[src/rtl/ps2_keyboard_rx_if.sv]
// PS/2 keyboard receiver bus: raw PS/2 lines in, decoded key and frame status out.
interface ps2_keyboard_rx_if;
  logic       ps2_clk;
  logic       ps2_data;
  logic [7:0] kbd_signal;
  logic       kbd_ready;
  logic [7:0] scan_code;
  logic       scan_valid;
  logic       frame_err;

  // Receiver side: samples the PS/2 lines, drives key/frame results.
  modport master (
    input  ps2_clk, ps2_data,
    output kbd_signal, kbd_ready, scan_code, scan_valid, frame_err
  );

  // Keyboard/consumer side: drives the PS/2 lines, observes results.
  modport slave (
    output ps2_clk, ps2_data,
    input  kbd_signal, kbd_ready, scan_code, scan_valid, frame_err
  );
endinterface

[src/rtl/ps2_keyboard_rx.sv]
// PS/2 Set-2 receiver: synchronize + filter ps2_clk, frame 11-bit words,
// decode make/break codes into upper-case ASCII with a held-key flag.
module ps2_keyboard_rx #(
  parameter int FILTER_LEN     = 8,
  parameter int TIMEOUT_CYCLES = 65000
) (
  input logic              clk,
  input logic              rst,
  ps2_keyboard_rx_if.master bus
);
  localparam int FCW = $clog2(FILTER_LEN + 1);
  localparam int TW  = $clog2(TIMEOUT_CYCLES + 1);
  localparam logic [FCW-1:0] FLAST = FCW'(FILTER_LEN - 1);
  localparam logic [TW-1:0]  TMAX  = TW'(TIMEOUT_CYCLES);

  typedef enum logic [1:0] {IDLE, DATA, PARITY, STOP} state_t;

  logic [1:0]     clk_s, dat_s;
  logic           filt, fall;
  logic [FCW-1:0] fcnt;
  logic [TW-1:0]  tmo;

  state_t     state, state_n;
  logic [2:0] bit_cnt, bit_cnt_n;
  logic [7:0] shreg, shreg_n;
  logic       par_bit, par_n;
  logic [7:0] code_q, code_n;
  logic       sv_q, sv_n, fe_q, fe_n;

  logic       brk, ext;
  logic [7:0] key_q, dec_ascii;
  logic       rdy_q;

  // Set-2 scan code to upper-case ASCII; 0x00 for anything unmapped.
  function automatic logic [7:0] ascii_of(input logic [7:0] sc);
    case (sc)
      8'h1C: ascii_of = "A";  8'h32: ascii_of = "B";  8'h21: ascii_of = "C";
      8'h23: ascii_of = "D";  8'h24: ascii_of = "E";  8'h2B: ascii_of = "F";
      8'h34: ascii_of = "G";  8'h33: ascii_of = "H";  8'h43: ascii_of = "I";
      8'h3B: ascii_of = "J";  8'h42: ascii_of = "K";  8'h4B: ascii_of = "L";
      8'h3A: ascii_of = "M";  8'h31: ascii_of = "N";  8'h44: ascii_of = "O";
      8'h4D: ascii_of = "P";  8'h15: ascii_of = "Q";  8'h2D: ascii_of = "R";
      8'h1B: ascii_of = "S";  8'h2C: ascii_of = "T";  8'h3C: ascii_of = "U";
      8'h2A: ascii_of = "V";  8'h1D: ascii_of = "W";  8'h22: ascii_of = "X";
      8'h35: ascii_of = "Y";  8'h1A: ascii_of = "Z";
      8'h45: ascii_of = "0";  8'h16: ascii_of = "1";  8'h1E: ascii_of = "2";
      8'h26: ascii_of = "3";  8'h25: ascii_of = "4";  8'h2E: ascii_of = "5";
      8'h36: ascii_of = "6";  8'h3D: ascii_of = "7";  8'h3E: ascii_of = "8";
      8'h46: ascii_of = "9";
      8'h29: ascii_of = 8'h20;
      8'h5A: ascii_of = 8'h0D;
      default: ascii_of = 8'h00;
    endcase
  endfunction

  // Two-flop synchronizers; reset to the idle-high bus level.
  always_ff @(posedge clk or posedge rst) begin
    if (rst) begin
      clk_s <= 2'b11;
      dat_s <= 2'b11;
    end else begin
      clk_s <= {clk_s[0], bus.ps2_clk};
      dat_s <= {dat_s[0], bus.ps2_data};
    end
  end

  // Glitch filter: accept a level change only after FILTER_LEN equal samples;
  // fall strobes for one cycle when the filtered clock drops.
  always_ff @(posedge clk or posedge rst) begin
    if (rst) begin
      filt <= 1'b1;
      fcnt <= '0;
      fall <= 1'b0;
    end else begin
      fall <= 1'b0;
      if (clk_s[1] != filt) begin
        if (fcnt == FLAST) begin
          filt <= clk_s[1];
          fcnt <= '0;
          fall <= ~clk_s[1];
        end else begin
          fcnt <= fcnt + FCW'(1);
        end
      end else begin
        fcnt <= '0;
      end
    end
  end

  // Inactivity counter: restarts on every bit edge and while idle.
  always_ff @(posedge clk or posedge rst) begin
    if (rst)                          tmo <= '0;
    else if (state == IDLE || fall)   tmo <= '0;
    else if (tmo != TMAX)             tmo <= tmo + TW'(1);
  end

  // Frame FSM state and result registers.
  always_ff @(posedge clk or posedge rst) begin
    if (rst) begin
      state   <= IDLE;
      bit_cnt <= '0;
      shreg   <= '0;
      par_bit <= 1'b0;
      code_q  <= '0;
      sv_q    <= 1'b0;
      fe_q    <= 1'b0;
    end else begin
      state   <= state_n;
      bit_cnt <= bit_cnt_n;
      shreg   <= shreg_n;
      par_bit <= par_n;
      code_q  <= code_n;
      sv_q    <= sv_n;
      fe_q    <= fe_n;
    end
  end

  // Frame FSM next state: timeout wins over a coincident bit edge.
  always_comb begin
    state_n   = state;
    bit_cnt_n = bit_cnt;
    shreg_n   = shreg;
    par_n     = par_bit;
    code_n    = code_q;
    sv_n      = 1'b0;
    fe_n      = 1'b0;
    if (state != IDLE && tmo == TMAX) begin
      state_n = IDLE;
      fe_n    = 1'b1;
    end else if (fall) begin
      case (state)
        IDLE: begin
          if (!dat_s[1]) begin
            state_n   = DATA;
            bit_cnt_n = '0;
          end else begin
            fe_n = 1'b1;
          end
        end
        DATA: begin
          shreg_n   = {dat_s[1], shreg[7:1]};
          bit_cnt_n = bit_cnt + 3'd1;
          if (bit_cnt == 3'd7) state_n = PARITY;
        end
        PARITY: begin
          par_n   = dat_s[1];
          state_n = STOP;
        end
        STOP: begin
          if (dat_s[1] && ((^shreg) ^ par_bit)) begin
            code_n = shreg;
            sv_n   = 1'b1;
          end else begin
            fe_n = 1'b1;
          end
          state_n = IDLE;
        end
        default: state_n = IDLE;
      endcase
    end
  end

  assign dec_ascii = ext ? 8'h00 : ascii_of(code_q);

  // Make/break decoder: key value is held through release so the downstream
  // stage sees a stable value on the falling edge of kbd_ready.
  always_ff @(posedge clk or posedge rst) begin
    if (rst) begin
      brk   <= 1'b0;
      ext   <= 1'b0;
      key_q <= '0;
      rdy_q <= 1'b0;
    end else if (sv_q) begin
      if (code_q == 8'hF0) begin
        brk <= 1'b1;
      end else if (code_q == 8'hE0) begin
        ext <= 1'b1;
      end else begin
        brk <= 1'b0;
        ext <= 1'b0;
        if (dec_ascii != 8'h00) begin
          if (!brk) begin
            key_q <= dec_ascii;
            rdy_q <= 1'b1;
          end else if (dec_ascii == key_q) begin
            rdy_q <= 1'b0;
          end
        end
      end
    end
  end

  assign bus.kbd_signal = key_q;
  assign bus.kbd_ready  = rdy_q;
  assign bus.scan_code  = code_q;
  assign bus.scan_valid = sv_q;
  assign bus.frame_err  = fe_q;
endmodule

[src/flat_wrapper.sv]
// flat-port wrapper written by rule: the top's interface ports become plain ports
module ps2_keyboard_rx_flat 
#(
  parameter int FILTER_LEN     = 8,
  parameter int TIMEOUT_CYCLES = 65000
)
  (clk, rst, bus_ps2_clk, bus_ps2_data, bus_kbd_signal, bus_kbd_ready, bus_scan_code, bus_scan_valid, bus_frame_err);
  ps2_keyboard_rx_if bus_i ();
  input logic clk;
  input logic rst;
  input wire logic [$bits(bus_i.ps2_clk)-1:0] bus_ps2_clk;
  input wire logic [$bits(bus_i.ps2_data)-1:0] bus_ps2_data;
  output wire logic [$bits(bus_i.kbd_signal)-1:0] bus_kbd_signal;
  output wire logic [$bits(bus_i.kbd_ready)-1:0] bus_kbd_ready;
  output wire logic [$bits(bus_i.scan_code)-1:0] bus_scan_code;
  output wire logic [$bits(bus_i.scan_valid)-1:0] bus_scan_valid;
  output wire logic [$bits(bus_i.frame_err)-1:0] bus_frame_err;
  assign bus_i.ps2_clk = bus_ps2_clk;
  assign bus_i.ps2_data = bus_ps2_data;
  assign bus_kbd_signal = bus_i.kbd_signal;
  assign bus_kbd_ready = bus_i.kbd_ready;
  assign bus_scan_code = bus_i.scan_code;
  assign bus_scan_valid = bus_i.scan_valid;
  assign bus_frame_err = bus_i.frame_err;
  ps2_keyboard_rx #(.FILTER_LEN(FILTER_LEN), .TIMEOUT_CYCLES(TIMEOUT_CYCLES)) u_core (.clk(clk), .rst(rst), .bus(bus_i));
endmodule
[config.mk]
export PLATFORM = sky130hd
export DESIGN_NAME = ps2_keyboard_rx_flat
export DESIGN_NICKNAME = d
export VERILOG_FILES = /design/src/rtl/ps2_keyboard_rx_if.sv /design/src/rtl/ps2_keyboard_rx.sv /design/src/flat_wrapper.sv
export SDC_FILE = /design/constraint.sdc
export NUM_CORES = 1
export LEC_CHECK = 0
export ABC_CLOCK_PERIOD_IN_PS = 8900
export CORE_ASPECT_RATIO = 0.9
export CORE_UTILIZATION = 60
export CTS_CLUSTER_SIZE = 40
export DETAILED_ROUTE_END_ITERATION = 6
export GPL_TIMING_DRIVEN = 0
export PLACE_DENSITY = 0.79
export RECOVER_POWER = 25
export SYNTH_ARGS = -nofsm -noshare
export SYNTH_HDL_FRONTEND = slang
export SYNTH_SLANG_ARGS = --single-unit
[constraint.sdc]
create_clock -name clk -period 8.9 [get_ports clk]
set_input_delay 2.67 -clock clk [delete_from_list [all_inputs] [get_ports clk]]
set_output_delay 2.67 -clock clk [all_outputs]
set_load 0.1 [all_outputs]
* Word-level counts from Yosys, hierarchy flattened *
Memories as Yosys holds them, arrays and structs flattened.
Cells that the tools add are included.

cells by class
  bitwise operators = 6
  reductions and logical operators = 20
  add/subtract/negate cells = 3
  muxes and demuxes = 29
  shift operators = 0
  equal/unequal tests = 16
  multiply operators = 0
  div/mod/pow operators = 0
  order comparisons = 0

operator list
  operator                                              count
  2-to-1 mux 16 bit                                     2
  adder 16 x 1 -> 16 bit (second input constant)        1
  equality test 16 bit (second input constant)          1
  equality test 8 bit (second input constant)           2
  2-to-1 mux 8 bit                                      2
  != test 16 bit (second input constant)                1
  2-to-1 mux 1 bit                                      15
  AND reduction 5 bit                                   2
  AND reduction 3 bit                                   3
  equality test 8 bit                                   1
  2-to-1 mux 2 bit                                      4
  2-to-1 mux 4 bit                                      2
  one-hot mux 2 bit (4 select lines)                    1
  AND reduction 4 bit                                   2
  nonzero test 2 bit                                    4
  nonzero test 8 bit                                    1
  XOR reduction 8 bit                                   1
  one-hot mux 3 bit (2 select lines)                    1
  AND reduction 2 bit                                   3
  NOT 1 bit                                             5
  adder 4 x 1 -> 4 bit (second input constant)          1
  equality test 2 bit (second input constant)           2
  equality test 4 x 3 -> 1 bit (second input constant)  1
  != test 2 bit (second input constant)                 2
  other kinds (13)                                      14

storage, ports and cells
  bits in latches = 0
  memories kept = 1
  output and inout bits = 19
  ROM bits = 896
  register bits = 61
  word-level logic and storage cells = 92
  RAM bits = 0
  bits of input ports = 4

memory list
  memory           words  width  read ports  clocked after memory_dff  wr ports  line                   source
  (no name shown)  128    7      1           0                         0         ps2_keyboard_rx.sv:36  case (sc)

* Logic depth before layout (Yosys ltp) *
Gate-level depths: netlist of the first run.

  word-level depth = 7
  depth in mapped cells = 10
  gate-level depth less buffers = 9

* Least setup slack after synthesis of the first run *
Ideal clock, no wire load.

  path kind = flip-flop to output port
  from = register u_core.code_q[0] (netlist: u_core.bus.scan_code[0])
  to = output port bus_scan_code[0]
  cell stages (with the launch flop) = 1
  path slack = 5199 ps
  arrival = 1031 ps
  path buffers = 0
  data required time = 6230 ps
  path through = dfrtp_1

RTL lines
  what                    line                    source
  from (decl)             ps2_keyboard_rx.sv:27   logic [7:0] code_q, code_n;
  from (signal assigned)  ps2_keyboard_rx.sv:112  code_q <= code_n;
  to (decl)               flat_wrapper.sv:15      output wire logic [$bits(bus_i.scan_code)-1:0] bus_scan_code;

No word-level cell between the ends.

* Final worst setup path of the first run *
  from = register u_core.code_q[0] (netlist: u_core.bus.scan_code[0])
  to = output port bus_scan_code[0]

No word-level cell between the ends.

==> metrics.md, run 1 <==
| Metric | Value |
|---|---|
| Worst endpoint data arrival time | `2.14 ns` |
| Syn Inst Count | `375` |
| CTS tree | `built` |
| Max cap viols | `0` |
| Met2 global-route usage | `39.37%` |
| 1st-pass router iterations | `5` |
| Clock Path Buffers | `2` |
| DRC Markers | `0` |
| Relative slew slack | `28.45%` |
| IO Port Bufs | `21` |
| Mean Syn Cell Area | `10.14 µm²` |
| Status | `finished, final reports clean` |
| Count of pins over their slew limit | `0` |
| Via density | `6.068` |
| Number of flops mapped to enable cells by yosys | `0` |
| HPWL Detailed | `5.939 mm` |
| RSZ-0062 raised after global routing | `false` |
| Initial Util | `62.16%` |
| Top_reg_cell synth | `dfrtp_1` |
| Crit path cell chain | `clkdlybuf4s50_1` |
| Worst-Margin Slew | `1.059 ns` |
| CP Buf/Inv Count | `1` |
| CP max stage delay | `1.21 ns` |
| Die area | `6658 µm²` |
| Largest net degree at the start of global routing | `44` |
| Largest fanout on the critical path | `11` |
| Layout cells sized above 1 | `21.07%` |
| GP Congestion | `0.9333` |
| Diodes inserted | `0` |
| PostCTS Resize Cnt | `0` |
| Mapped Area | `3801 µm²` |
| Busiest grt layer | `met1` |
| Worst Hold Class | `reg2reg` |
| Placement Rows | `27` |
| Register bit count reported by yosys | `60` |
| Post-CTS setup buffers | `0` |
| Met3 Resource Use GR | `5.638%` |
| Number of H-tree levels | `3` |
| Async S/R FF share, synth | `100.0%` |
| Power density cells | `136.3 nW/µm²` |
| Routed Antenna Nets | `0` |
| # clock sinks | `60` |
| Met1 Usage GRT | `40.49%` |
| Final wirelength | `8.440 mm` |
| Boundary Pins | `23` |
| Distinct cells, synth | `76` |
| Area growth, synth to finish | `14.71%` |
| Reg clk slew, reported paths | `0.08 ns` |
| CTS buffer count | `9` |
| Syn nets | `395` |
| Average wire per standard cell | `16.88 µm` |
| Tcrit/Tclk final | `54.03%` |
| IR drop worst, VDD | `0.1549 mV` |
| Die H | `77.51 µm` |
| Final Net Count | `428` |
| WS Path Type | `reg2out` |
| Worst-Skew Late Latency | `0.35 ns` |
| Setup violators final | `0` |
| Static Leak | `0.001854 µW` |
| Type of origin of the critical path | `register` |
| Final Power | `594.5 µW` |
| First-pass GRT wire length | `14.09 mm` |
| Share of synthesized area occupied by flip-flops and latches | `39.66%` |
| Initial antenna violation count | `0` |
| First DRT Iteration DRCs | `319` |
| Layout Skew | `0.01188 ns` |
| Chip width | `85.90 µm` |
| Critical path's top delay family | `buffers and inverters` |
| Hold buffer count at cts | `0` |
| Remaining Overflow, GRT | `0` |
| Sum Neg Setup Slack | `0 ns` |
| Most frequent cells in the layout | `dfrtp_1 (55), nor2_1 (35), nand2_1 (26), mux2_2 (22), clkdlybuf4s50_1 (21)` |
| Worst Setup End Kind | `output port` |
| CORE AREA | `6115 µm²` |
| Minimum clock period | `4.809 ns` |
| F_max | `0.2079 GHz` |
| GRT Total Usage | `27.54%` |
| Vias | `3034` |
| Crit-path slowest cell | `clkdlybuf4s50_1` |
| Yosys warns | `0` |
| Commonest non-fill, non-tap cell in the layout | `dfrtp_1` |
| Hold Vio Cnt, Final | `0` |
| Clock Tree Root | `clkbuf_8` |
| Via count of the first global-routing pass | `2758` |
| Fillers | `441` |
| WP data required | `6.23 ns` |
## power breakdown
| group | leakage [µW] | total (µW) | switching, µW | internal [µW] |
|---|---|---|---|---|
| Clock | 0.000110 | 278 | 118 | 159 |
| Combinational | 0.000926 | 27.4 | 15.5 | 11.9 |
| Sequential | 0.000818 | 289 | 6.43 | 283 |
| Total | 0.00185 | 595 | 140 | 454 |
## final cells by class
type	instances	area [µm²]	area share, %
Tap cell	87	108.9	2.496
Multi-Input combinational cell	282	2098	48.12
Clock inverter	7	98.84	2.267
Buffer	16	128.9	2.956
Timing Repair Buffer	22	230.2	5.280
Inverter	17	63.81	1.463
Clock buffer	9	123.9	2.841
Sequential cell	60	1508	34.58
## synth_stat cells, types with 3 or more instances
library cell | n | area (µm²)
a21oi_1 | 15 | 75.07
a31oi_1 | 4 | 25.02
a32oi_1 | 3 | 26.28
buf_2 | 4 | 20.02
buf_4 | 4 | 30.03
buf_6 | 5 | 56.30
dfrtp_1 | 55 | 1376
dfstp_2 | 5 | 131.4
ha_1 | 16 | 200.2
inv_1 | 15 | 56.30
mux2_2 | 22 | 247.7
mux2_4 | 6 | 90.09
mux2i_1 | 7 | 70.07
nand2_1 | 26 | 97.59
nand2b_1 | 6 | 37.54
nand3_1 | 18 | 90.09
nand3b_1 | 3 | 22.52
nand4_1 | 5 | 31.28
nor2_1 | 34 | 127.6
nor2b_1 | 4 | 25.02
nor3_1 | 6 | 30.03
nor3b_1 | 4 | 30.03
o211ai_1 | 4 | 30.03
o21ai_0 | 10 | 50.05
or3_1 | 4 | 25.02
xnor2_1 | 14 | 122.6
xor2_1 | 12 | 105.1
## logic make-up after synthesis
group                    Yosys count  synth area share, %
AO/OA/AOI/OAI                     72                14.15
XOR/XNOR                          26                5.991
adder cells (fa/ha/maj)           16                5.267
buffers and inverters             33                5.069
flip-flops                        60                39.66
multiplexers                      35                10.73
other                              1              0.09865
AND/OR/NAND/NOR                  132                19.03
## stage by stage
| step | hold slack (ns) | cells | utilization (%) | setup WS, ns | instance area [µm²] |
|---|---|---|---|---|---|
| 2_1_floorplan | 0.3452 | 375 | - | 4.754 | 3801 |
| 3_3_place_gp | 0.3480 | 483 | 67.38 | 3.759 | 4120 |
| 3_5_place_dp | 0.3489 | 484 | 67.71 | 4.443 | 4140 |
| 4_1_cts | 0.3535 | 500 | 71.35 | 4.073 | 4363 |
| 5_1_grt | 0.3585 | 500 | 71.31 | 3.992 | 4360 |
| 6_report | 0.3546 | 500 | 71.31 | 4.091 | 4360 |
## flip-flops by register name (all words and copies together) (netlist names)
| name | cells |
|---|---|
| u_core.bit_cnt | 3 |
| u_core.state | 2 |
| u_core.shreg | 8 |
| u_core.clk_s | 2 |
| u_core.filt | 1 |
| u_core.fall | 1 |
| u_core.bus.kbd_signal | 7 |
| u_core.bus.scan_code | 8 |
| u_core.bus.scan_valid | 1 |
| u_core.dat_s | 2 |
| u_core.par_bit | 1 |
| u_core.tmo | 16 |
| u_core.fcnt | 4 |
| u_core.bus.kbd_ready | 1 |
| u_core.bus.frame_err | 1 |
| u_core.ext | 1 |
| u_core.brk | 1 |
## path summary, 6_finish.rpt
| check | start | end | slack, ns | depth (start not counted) |
|---|---|---|---|---|
| worst min-delay path | u_core.clk_s[0]$_DFF_PP1_ | u_core.clk_s[1]$_DFF_PP1_ | 0.35 | 0 |
| max in group asynchronous | rst | u_core.tmo[3]$_DFFE_PP0P_ | 5.73 | 3 |
| min in group asynchronous | rst | u_core.shreg[3]$_DFFE_PP0P_ | 2.62 | 2 |
| worst max-delay path | u_core.bus.scan_code[0]$_DFFE_PP0P_ | bus_scan_code[0] | 4.09 | 1 |
| worst min register to register | u_core.clk_s[0]$_DFF_PP1_ | u_core.clk_s[1]$_DFF_PP1_ | 0.35 | 0 |
| worst max register to register | u_core.bus.scan_code[1]$_DFFE_PP0P_ | u_core.bus.kbd_ready$_DFFE_PP0P_ | 4.93 | 10 |
## metal layers
layer  up-vias  part of all wire (%)
met5         -                     0
met1      1461                    47
met2       128                    44
met4         0                   2.4
li1       1417                     -
met3        28                   6.2
Note: power is estimated with default switching activity, not from simulation.
==> run 2, diff against run 1 <==
--- a/config.mk
+++ b/config.mk
@@ -5,13 +5,13 @@
 export SDC_FILE = /design/constraint.sdc
 export NUM_CORES = 1
 export LEC_CHECK = 0
-export ABC_CLOCK_PERIOD_IN_PS = 8900
+export ABC_CLOCK_PERIOD_IN_PS = 4120
 export CORE_ASPECT_RATIO = 0.9
-export CORE_UTILIZATION = 60
+export CORE_UTILIZATION = 54
 export CTS_CLUSTER_SIZE = 40
 export DETAILED_ROUTE_END_ITERATION = 6
 export GPL_TIMING_DRIVEN = 0
-export PLACE_DENSITY = 0.79
+export PLACE_DENSITY = 0.75
 export RECOVER_POWER = 25
 export SYNTH_ARGS = -nofsm -noshare
 export SYNTH_HDL_FRONTEND = slang
==> constraint.sdc (replaced) <==
create_clock -name clk -period 4.12 [get_ports clk]
set_input_delay 1.236 -clock clk [delete_from_list [all_inputs] [get_ports clk]]
set_output_delay 1.236 -clock clk [all_outputs]
set_load 0.1 [all_outputs]
==> run 2 against run 1 <==
Net effect:
- via count down 0.63%
- setup slack worse by 3.8 ns
- critical path depth up 9
- first-iteration DRC count up 4.1%
- sequential cell count unchanged
- die area up 11%
==> metrics.md, run 2 (synthesized netlist as in run 1, its figures left out) <==
| Metric | Value |
|---|---|
| Hold slack final | `0.3584 ns (+0.003838 ns)` |
| Count of pins over their slew limit | `0 (unchanged)` |
| Reg2Reg Setup Slack | `0.32 ns (-4.61 ns)` |
| Worst-Skew Late Latency | `0.35 ns (about the same)` |
| Max cap viols | `0 (unchanged)` |
| Boundary Pins | `23 (unchanged)` |
| Setup violators final | `0 (unchanged)` |
| WP data required | `4.33 ns (-1.90 ns)` |
| Hold Vio Cnt, Final | `0 (unchanged)` |
| Worst setup margin | `0.3154 ns (-3.776 ns)` |
| Sum Neg Setup Slack | `0 ns (unchanged)` |
| WS Path Type | `reg2reg` |
| PostCTS Resize Cnt | `0 (unchanged)` |
| Reg clk slew, reported paths | `0.08 ns (about the same)` |
| Top reg by flops | `u_core.tmo` |
| Average wire per standard cell | `16.94 µm (+0.38%)` |
| CP max stage delay | `0.63 ns (-0.58 ns)` |
| Crit path launch | `u_core.bus.scan_code[1]$_DFFE_PP0P_` |
| 1st-pass router iterations | `5 (unchanged)` |
| Tcrit/Tclk final | `92.35%` |
| CTS buffer count | `9 (unchanged)` |
| Post-CTS setup buffers | `0 (unchanged)` |
| Minimum clock period | `3.805 ns` |
| FF-to-FF Start | `u_core.bus.scan_code[1]$_DFFE_PP0P_` |
| Via count of the first global-routing pass | `2769 (+0.40%)` |
| DRC Markers | `0 (unchanged)` |
| Placement Rows | `28 (+3.7%)` |
| Type of origin of the critical path | `register` |
| Layout Skew | `0.008550 ns (-0.003331 ns)` |
| Largest register FFs | `16 (unchanged)` |
| Routed Antenna Nets | `0 (unchanged)` |
| Largest net degree at the start of global routing | `39 (-11%)` |
| DR top layer | `met4` |
| Commonest non-fill, non-tap cell in the layout | `dfrtp_1` |
| Initial Util | `56.81% (-5.4 points)` |
| GP Congestion | `0.9419 (+0.92%)` |
| Fillers | `545 (+24%)` |
| Vias | `3015 (-0.63%)` |
| Multi-input logic area | `2101 µm² (+0.12%)` |
| R2R depth | `10 (unchanged)` |
| Clock Tree Root | `clkbuf_8` |
| # clock sinks | `60 (unchanged)` |
| Remaining Overflow, GRT | `0 (unchanged)` |
| Die H | `81.60 µm (+5.3%)` |
| Via density | `5.994 (-1.2%)` |
| Worst endpoint data arrival time | `4.01 ns (+1.87 ns)` |
| Initial antenna violation count | `0 (unchanged)` |
| RR Endpoint | `u_core.bus.kbd_ready$_DFFE_PP0P_` |
| CORE AREA | `6691 µm² (+9.4%)` |
| Status | `finished, final reports clean` |
| First-pass GRT wire length | `14.12 mm (+0.25%)` |
| F_max | `0.2628 GHz` |
| RSZ-0062 raised after global routing | `false` |
| Largest fanout on the critical path | `10 (-1)` |
| Area growth, synth to finish | `14.88%` |
| Final Net Count | `428 (unchanged)` |
| Final wirelength | `8.523 mm (+0.98%)` |
| Final core utilization | `65.26% (-6.1 points)` |
| Most frequent cells in the layout | `dfrtp_1 (55), nor2_1 (34), nand2_1 (26), mux2_2 (22)` |
| Metal3 WL | `646 µm (+24%)` |
| Die area | `7379 µm² (+11%)` |
| GRT Total Usage | `25.12% (-2.4 points)` |
| Chip width | `90.44 µm (+5.3%)` |
| Static Leak | `0.001856 µW (about the same)` |
| Power density cells | `294.4 nW/µm² (+120%)` |
| Wl on met1 | `3.999 mm (about the same)` |
| Critical Path End | `u_core.bus.kbd_ready$_DFFE_PP0P_` |
| First DRT Iteration DRCs | `332 (+4.1%)` |
| Layout cells sized above 1 | `21.07% (unchanged)` |
| Hold buffer count at cts | `0 (unchanged)` |
| IR drop worst, VDD | `0.2562 mV (+65%)` |
| Diodes inserted | `0 (unchanged)` |
| HPWL Detailed | `6.030 mm (+1.5%)` |
| Worst-Margin Slew | `1.083 ns (+0.02396 ns)` |
| Sequential cell area | `1508 µm² (unchanged)` |
| Clock Path Buffers | `2 (unchanged)` |
| WL met2 | `3.717 mm (+0.11%)` |
| IO Port Bufs | `21 (unchanged)` |
| Relative slew slack | `26.83% (-1.6 points)` |
| Crit path cell chain | `buf_2 -> inv_1 -> ha_1 -> nand2b_2 -> a2111oi_1 -> mux2_2 -> a221oi_1 -> nand2_1 -> a2111oi_0 -> a32oi_1` |
| CTS tree | `built` |
| Worst Setup End Kind | `register` |
| Crit-path slowest cell | `a2111oi_1` |
| Final Power | `1286 µW (+120%)` |
| Worst Hold Class | `reg2reg` |
| Number of H-tree levels | `3 (unchanged)` |
| Dpl ws | `0.3804 ns (-4.063 ns)` |
==> run 2: cell count changes in the layout (fill, tap and decap cells not counted), sizes merged <==
cell           before  now
clkdlybuf4s50      21   18
dlygate4sd3         0    3
==> run 2: worst min path at each step <==
| stage | from | end | slack [ns] | cells past startpoint |
|---|---|---|---|---|
| floorplan | u_core.clk_s[0]$_DFF_PP1_ | u_core.clk_s[1]$_DFF_PP1_ | 0.35 | 0 |
| global placement | u_core.dat_s[0]$_DFF_PP1_ | u_core.dat_s[1]$_DFF_PP1_ | 0.35 | 0 |
| detailed placement | u_core.dat_s[0]$_DFF_PP1_ | u_core.dat_s[1]$_DFF_PP1_ | 0.35 | 0 |
| CTS | u_core.dat_s[0]$_DFF_PP1_ | u_core.dat_s[1]$_DFF_PP1_ | 0.36 | 0 |
| global route | u_core.dat_s[0]$_DFF_PP1_ | u_core.dat_s[1]$_DFF_PP1_ | 0.36 | 0 |
| finish | u_core.dat_s[0]$_DFF_PP1_ | u_core.dat_s[1]$_DFF_PP1_ | 0.36 | 0 |
==> run 2: where the power goes <==
group	switching [µW]	internal, µW	total (µW)
Combinational	33.5	25.2	58.7
Clock	258	344	602
Sequential	13.6	611	625
Total	305	981	1290
==> run 2: final cells by class <==
type	instances	area share [%]
Clock inverter	7	2.264
Sequential cell	60	34.53
Buffer	16	2.951
Inverter	17	1.461
Clock buffer	9	2.837
Multi-Input combinational cell	282	48.11
Tap cell	90	2.579
Timing Repair Buffer	22	5.272
==> run 2: critical path: cells and delay by family (launching register included) <==
family                     cells  cell delay (ns)
AOI/OAI and AO/OA              4             1.58
adders and majority gates      1             0.47
buffers and inverters          2             0.45
DFF                            1             0.55
muxes                          1             0.40
and+or+nand+nor                2             0.20
==> run 2: stage by stage <==
stage	cell area [µm²]	std cells
after floorplan	3801	375
after global placement	4124	486
after detailed placement	4144	487
after CTS	4367	503
after global routing	4367	503
final	4367	503
==> run 2: routing by layer <==
layer / vias to the layer above / GRT usage, %
met1: 1445 / 35.36
met2: 131 / 37.02
li1: 1418 / -
met4: 0 / 9.194
met3: 21 / 7.130
met5: - / 0
==> run 3, diff against run 2 <==
==> constraint.sdc (replaced) <==
create_clock -name clk -period 4.12 [get_ports clk]
set_input_delay 1.236 -clock clk [delete_from_list [all_inputs] [get_ports clk]]
set_output_delay 1.236 -clock clk [all_outputs]
set_load 0.02 [all_outputs]
==> results of run 3 <==
Same layout as run 2 (identical final DEF). Status: finished, final reports clean.
Among the figures that moved: total power 1286 µW -> 1283 µW
==> RTL change 1: new RTL, config.mk and constraints of run 2 <==
`TIMEOUT_CYCLES` is set to 65000 in 2 places; all go to 32500.
--- a/src/rtl/ps2_keyboard_rx.sv
+++ b/src/rtl/ps2_keyboard_rx.sv
@@ -4,3 +4,3 @@
   parameter int FILTER_LEN     = 8,
-  parameter int TIMEOUT_CYCLES = 65000
+  parameter int TIMEOUT_CYCLES = 32500
 ) (
--- a/src/flat_wrapper.sv
+++ b/src/flat_wrapper.sv
@@ -4,3 +4,3 @@
   parameter int FILTER_LEN     = 8,
-  parameter int TIMEOUT_CYCLES = 65000
+  parameter int TIMEOUT_CYCLES = 32500
 )
Behaviour: no difference found for any inputs over 10 cycles, from zero or initial values and one cycle with rst high; that may be too few to reach the edited logic, so the function may still have changed.
==> RTL change 1 against run 2 <==
  * Total power is 12% lower
  * Cell count is 4.2% lower
  * Critical path type unchanged
  * Final area is 5.7% lower
  * Synthesized area is 5.1% lower
  * Worst setup slack better by 0.079 ns
  * Combinational power is 0.9% lower
  * Via count is 5.0% lower
  * Die area is 5.0% lower
  * Wire length is 8.9% lower
  * Sequential share of layout area is 1.5 points higher
  * Sequential cell count is 1 lower
==> RTL change 1: results (changes against run 2) <==
* Count of input and output buffers at 21 (unchanged)
* Vias/cell at 5.94 (was 5.99)
* Register bank with the most flops: u_core.tmo (unchanged)
* Number of cells traversed by the worst register-to-register path at 10 (unchanged)
* Worst IR drop on VDD at 0.206 mV (was 0.256 mV)
* Largest net degree at the start of global routing at 31 (was 39)
* Final weighted congestion in routability-driven placement at 0.950 (was 0.942)
* Clock-pin transition on the worst setup and hold timing paths at ~0.070 ns
* First-pass GRT wire length at 13200 um (was 14100 um)
* Final clock skew at 0.0129 ns (was 0.00855 ns)
* Highest net fanout along the worst path at 10 (unchanged)
* Number of flip-flops under the largest register name at 15 (was 16)
* Post-detail-place hpwl at 5560 um (was 6030 um)
* Count of distinct cell types in the synthesized netlist at 64 (was 76)
* Proportion of layout cells with a drive suffix above 1 at 15.4% (was 21.1%)
* Antenna cells at 0 (unchanged)
* H-Tree Level Count at 3 (unchanged)
* Combined global-route utilization of all metal layers at 24.8% (was 25.1%)
* Initial antenna violation count at 0 (unchanged)
* NumNets Final at 410 (was 428)
* Area contributors post-synth: dfrtp_1 37%, ha_1 5.5%, mux2_2 4.1% (was dfrtp_1 36%, mux2_2 6.5%, ha_1 5.3%)
* First-pass iteration count of the detailed router at 5 (unchanged)
* Signal arrival time at the worst endpoint at 3.94 ns (was 4.01 ns)
* Number of instances resized during post-cts repair at 0 (unchanged)
* Cell types with the highest counts after synthesis: 54 x dfrtp_1, 29 x nor2_1, 21 x nand2_1 (was 55 x dfrtp_1, 34 x nor2_1, 26 x nand2_1)
* Vias in the first global route at 2736 (was 2769)
* Fill cell instance count of the final layout at 514 (was 545)
* Main flop type after synthesis: dfrtp_1 (unchanged)
* Average wire per cell in the routed design at 16.1 um (was 16.9 um)
* Asr flop ratio synth at 100% (unchanged)
* Avg Synthesized Cell Area at 10.1 sq um (about the same)
* Total length of routed wires at 7770 um (was 8520 um)
* Worst setup slack for register-to-register paths at 0.39 ns (was 0.32 ns)
* Initial detailed-routing violation count at 243 (was 332)
* Worst hold path depth at 0 (unchanged)
* Worst min-delay path category: flip-flop to flip-flop (unchanged)
* TritonCTS Buffers at 9 (unchanged)
* Worst R2R End: u_core.bus.kbd_signal[3] (was u_core.bus.kbd_ready)
* Headroom to the max-slew limit at 24.0% (was 26.8%)
* DP Cell Count at 466 (was 487)
* Static Leak at 1.83 nW (was 1.86 nW)
* Sequential share of the synthesized area at 41.1% (was 39.7%)
* Result of the run: complete, no violations (unchanged)
* Hold Crit Start: u_core.dat_s[0] (unchanged)
* Clk Latency, worst-skew pair at between 0.3 and 0.4 ns
* Clk buf depth at 2 (unchanged)
* Mapped Nets at 377 (was 395)
* Hold endpoint: u_core.dat_s[1] (unchanged)
* CTS Root Buffer Type: clkbuf_8 (unchanged)
* Setup repair bufs after CTS at 0 (unchanged)
* Origin of the worst setup path: u_core.bus.scan_code[1] (unchanged)
* Syn. warnings at 0 (unchanged)
-- RTL change 1: cell types whose count changed in the layout (fill, tap and decap cells not counted), sizes merged, moves of 4 or more --
cell and change:
nor2 -7, o21ai +4, mux2i -5, and2 +5, nor3 -4, nor4 +4
nand2 -6
-- RTL change 1: power by group --
group          internal [mW]  total [mW]  switching (mW)
Sequential             0.602       0.616          0.0141
Clock                  0.221       0.456           0.235
Combinational         0.0253      0.0582          0.0329
Total                  0.848        1.13           0.282
-- RTL change 1: how the worst max path moves through the flow --
stage,end,depth (start not counted)
finish,u_core.bus.kbd_signal[3],10
floorplan,u_core.bus.kbd_signal[5],10
CTS,u_core.bus.kbd_signal[3],10
detailed placement,u_core.bus.kbd_signal[3],10
global placement,u_core.tmo[11],2
global route,u_core.bus.kbd_signal[3],10
-- RTL change 1: critical path, cell delays in order (launching register included) --
cell     delay, ns
dfrtp_1       0.50
buf_2         0.30
inv_1         0.17
ha_1          0.44
mux2_4        0.30
mux4_2        0.46
a31o_2        0.30
nor4_1        0.45
a211o_1       0.22
buf_6         0.15
mux2_4        0.31
-- RTL change 1: routing by layer --
layer | up-vias | track usage, % | share of wire, %
li1 | 1358 | - | -
met1 | 1356 | 34.0 | 46
met2 | 127 | 36.4 | 44
met3 | 23 | 6.20 | 8.1
met4 | 0 | 11.9 | 2.4
met5 | - | 0 | 0
-- RTL change 1: layout make-up --
type	count	area share [%]
Buffer	16	2.43
Sequential cell	59	36.0
Multi-Input combinational cell	267	47.8
Tap cell	87	2.64
Clock buffer	11	3.19
Timing Repair Buffer	22	5.59
Inverter	15	1.37
Clock inverter	5	0.942
-- RTL change 1: cells by family after synthesis --
group | count (synthesis) | synth area share (%)
simple gates | 121 | 17.6
compound gates | 72 | 13.9
flops | 59 | 41.1
mux | 32 | 11.3
buf+inv | 31 | 4.37
xor+xnor | 25 | 6.07
fa+ha+maj | 16 | 5.55
other cells | 1 | 0.104
-- RTL change 1: per-stage QoR --
stage | setup WS, ns | hold WS, ns | area [sq um] | utilization [%]
after detailed placement | 0.498 | 0.347 | 3950 | 62.8
after global placement | 0.421 | 0.348 | 3930 | 62.5
after floorplan | 0.359 | 0.345 | 3610 | -
after CTS | 0.483 | 0.361 | 4120 | 65.5
final | 0.394 | 0.359 | 4120 | 65.5
after global routing | 0.229 | 0.366 | 4120 | 65.5
==> RTL change 2: new RTL, flow settings as in run 2 <==
Made on the original files. Take the reset off `shreg` and load it in a clocked block of its own.
--- a/src/rtl/ps2_keyboard_rx.sv
+++ b/src/rtl/ps2_keyboard_rx.sv
@@ -101,3 +101,2 @@
       bit_cnt <= '0;
-      shreg   <= '0;
       par_bit <= 1'b0;
@@ -109,3 +108,2 @@
       bit_cnt <= bit_cnt_n;
-      shreg   <= shreg_n;
       par_bit <= par_n;
@@ -115,2 +113,6 @@
     end
+  end
+
+  always_ff @(posedge clk) begin
+    shreg <= shreg_n;
   end
Behaviour: same outputs for any inputs over 10 cycles, from zero or initial values and one cycle with rst high; that may be too few to reach the edited logic, so the function may still have changed.
==> RTL change 2 against run 2 <==
  * Count of clock-buffer cells in the layout increased by 2
  * Synthesized area decreased by 3.7%
  * Die area down 3.6%
  * Final area is 3.4% lower
  * Cell count is 3.4% lower
  * Sequential cell count unchanged
  * Wire length is 10% lower
  * Worst setup slack improved by 0.40 ns
  * Critical path depth did not move
  * Total power decreased by 0.84%
  * Largest cell class unchanged
==> RTL change 2: results (changes against run 2) <==
* Syn. warnings at 0 (unchanged)
* Largest net degree at the start of global routing at 36 (was 39)
* TritonCTS Buffers at 9 (unchanged)
* Result of the run: complete, no violations (unchanged)
* Sequential share of the synthesized area at 42.3% (was 39.7%)
* First-pass iteration count of the detailed router at 4 (was 5)
* Met3 track demand over resource at 5.55% (was 7.13%)
* Area contributors post-synth: dfrtp_1 32%, mux2_2 6.8%, edfxtp_1 6.6% (was dfrtp_1 36%, mux2_2 6.5%, ha_1 5.3%)
* Clk Latency, worst-skew pair at 0.33 ns (was 0.35 ns)
* Antenna cells at 0 (unchanged)
* Clock-pin transition on the worst setup and hold timing paths at 0.07 ns
* Highest net fanout along the worst path at 10 (unchanged)
* First-pass GRT wire length at 12800 um (was 14100 um)
* Initial antenna violation count at 0 (unchanged)
* Static Leak at 1.77 nW (was 1.86 nW)
* Number of instances resized during post-cts repair at 0 (unchanged)
* CTS Root Buffer Type: clkbuf_8 (unchanged)
* Count of nets left with antenna violations after detail routing at 0 (unchanged)
* GR met2 Demand/Resource at 34.8% (was 37.0%)
* Signal arrival time at the worst endpoint at 3.62 ns (was 4.01 ns)
* Worst IR drop on VDD at 0.311 mV (was 0.256 mV)
* Final weighted congestion in routability-driven placement at 0.909 (was 0.942)
* Initial detailed-routing violation count at 201 (was 332)
* Register bank with the most flops: u_core.tmo (unchanged)
* Cell types with the highest counts after synthesis: 47 x dfrtp_1, 31 x nor2_1, 27 x nand2_1 (was 55 x dfrtp_1, 34 x nor2_1, 26 x nand2_1)
* Mapped Nets at 379 (was 395)
* Path type of the worst setup path: flip-flop to flip-flop (unchanged)
* Hold Crit Start: u_core.dat_s[0] (unchanged)
* Vias/cell at 5.70 (was 5.99)
* Count of distinct cell types in the synthesized netlist at 68 (was 76)
* Number of flip-flops under the largest register name at 16 (unchanged)
* Total length of routed wires at 7650 um (was 8520 um)
* Headroom to the max-slew limit at 33.2% (was 26.8%)
* Final clock skew at 0.00772 ns (was 0.00855 ns)
* Worst min-delay path category: flip-flop to flip-flop (unchanged)
* Met1 track demand over resource at 35.2% (was 35.4%)
* Asr flop ratio synth at 86.7% (was 100%)
* NumNets Final at 412 (was 428)
* Fill cell instance count of the final layout at 528 (was 545)
* Setup repair bufs after CTS at 0 (unchanged)
* Post-detail-place hpwl at 5600 um (was 6030 um)
* Vias in the first global route at 2594 (was 2769)
* Dpl ws at 0.743 ns (was 0.380 ns)
* Post-synth EDFFs at 8 (was 0)
* H-Tree Level Count at 3 (unchanged)
* Proportion of layout cells with a drive suffix above 1 at 17.4% (was 21.1%)
* Combined global-route utilization of all metal layers at 24.0% (was 25.1%)
==> RTL change 2: cell types whose count changed in the layout (fill, tap and decap cells not counted), moves of 4 or more <==
cell,run 2,this run
nand2b_1,6,10
and3_1,2,6
a21boi_0,1,5
and2_1,0,5
nand4b_1,0,6
mux2i_1,7,3
dfrtp_1,55,47
edfxtp_1,0,8
mux2_4,6,0
nand3_1,18,12
==> RTL change 2: final timing paths <==
kind / to / slack [ns] / cells past startpoint
setup / recovery: u_core.bus.kbd_signal[3] / 0.71 / 10
hold / removal: u_core.dat_s[1] / 0.36 / 0
setup reg to reg: u_core.bus.kbd_signal[3] / 0.71 / 10
hold reg to reg: u_core.dat_s[1] / 0.36 / 0
max in group asynchronous: u_core.clk_s[0] / 1.96 / 3
min in group asynchronous: u_core.bit_cnt[2] / 1.47 / 2
==> RTL change 2: cells by family (layout without fill, tap and decap cells) <==
family,after synthesis,in the layout,share of synthesized area (%)
buf+inv,29,66,4.10
flops,60,60,42.3
mux,26,26,8.20
fa+ha+maj,16,16,5.47
xor+xnor,25,25,5.98
other cells,1,1,0.102
simple gates,139,139,21.1
compound gates,63,63,12.7
==> RTL change 2: metrics by stage <==
stage / total power [mW] / utilization [%] / cell area [sq um] / instances
6_report: 1.27 / 64.4 / 4220 / 486
4_1_cts: 1.29 / 64.4 / 4220 / 486
3_3_place_gp: 0.702 / 60.8 / 3990 / 470
5_1_grt: 1.33 / 64.4 / 4220 / 486
2_1_floorplan: 0.691 / - / 3660 / 359
3_5_place_dp: 0.709 / 61.1 / 4010 / 471
==> RTL change 2: area by class of cell <==
| type | instances | area (sq um) | share of cell area [%] |
|---|---|---|---|
| multi-input combinational | 270 | 1960 | 46.5 |
| sequential | 60 | 1550 | 36.7 |
| timing repair buffer | 22 | 230 | 5.46 |
| clock buffer | 11 | 141 | 3.35 |
| tap | 90 | 113 | 2.67 |
| buffer | 15 | 97.6 | 2.31 |
| clock inverter | 4 | 73.8 | 1.75 |
| inverter | 14 | 52.6 | 1.25 |
==> RTL change 2: power by group <==
part	total, mW	leakage (nW)	internal, mW	switching (mW)
logic	0.0597	0.884	0.0272	0.0325
clock network	0.580	0.109	0.354	0.226
registers	0.635	0.778	0.621	0.0139
==> RTL change 2: critical path, cell delays in order, from the launching register on <==
cell and delay (ns):
dfrtp_1 0.42, buf_2 0.26, inv_1 0.12, ha_1 0.42, nor2b_1 0.28, o21ai_0 0.16, a2111oi_2 0.51, or2_2 0.22
nor4_2 0.07, a211oi_4 0.44, mux2_2 0.39
==> RTL change 2: metal layers <==
metal	up-vias	share of wire, %
li1	1344	-
met1	1345	47
met2	79	47
met3	4	5.5
met4	0	0.71
met5	-	0
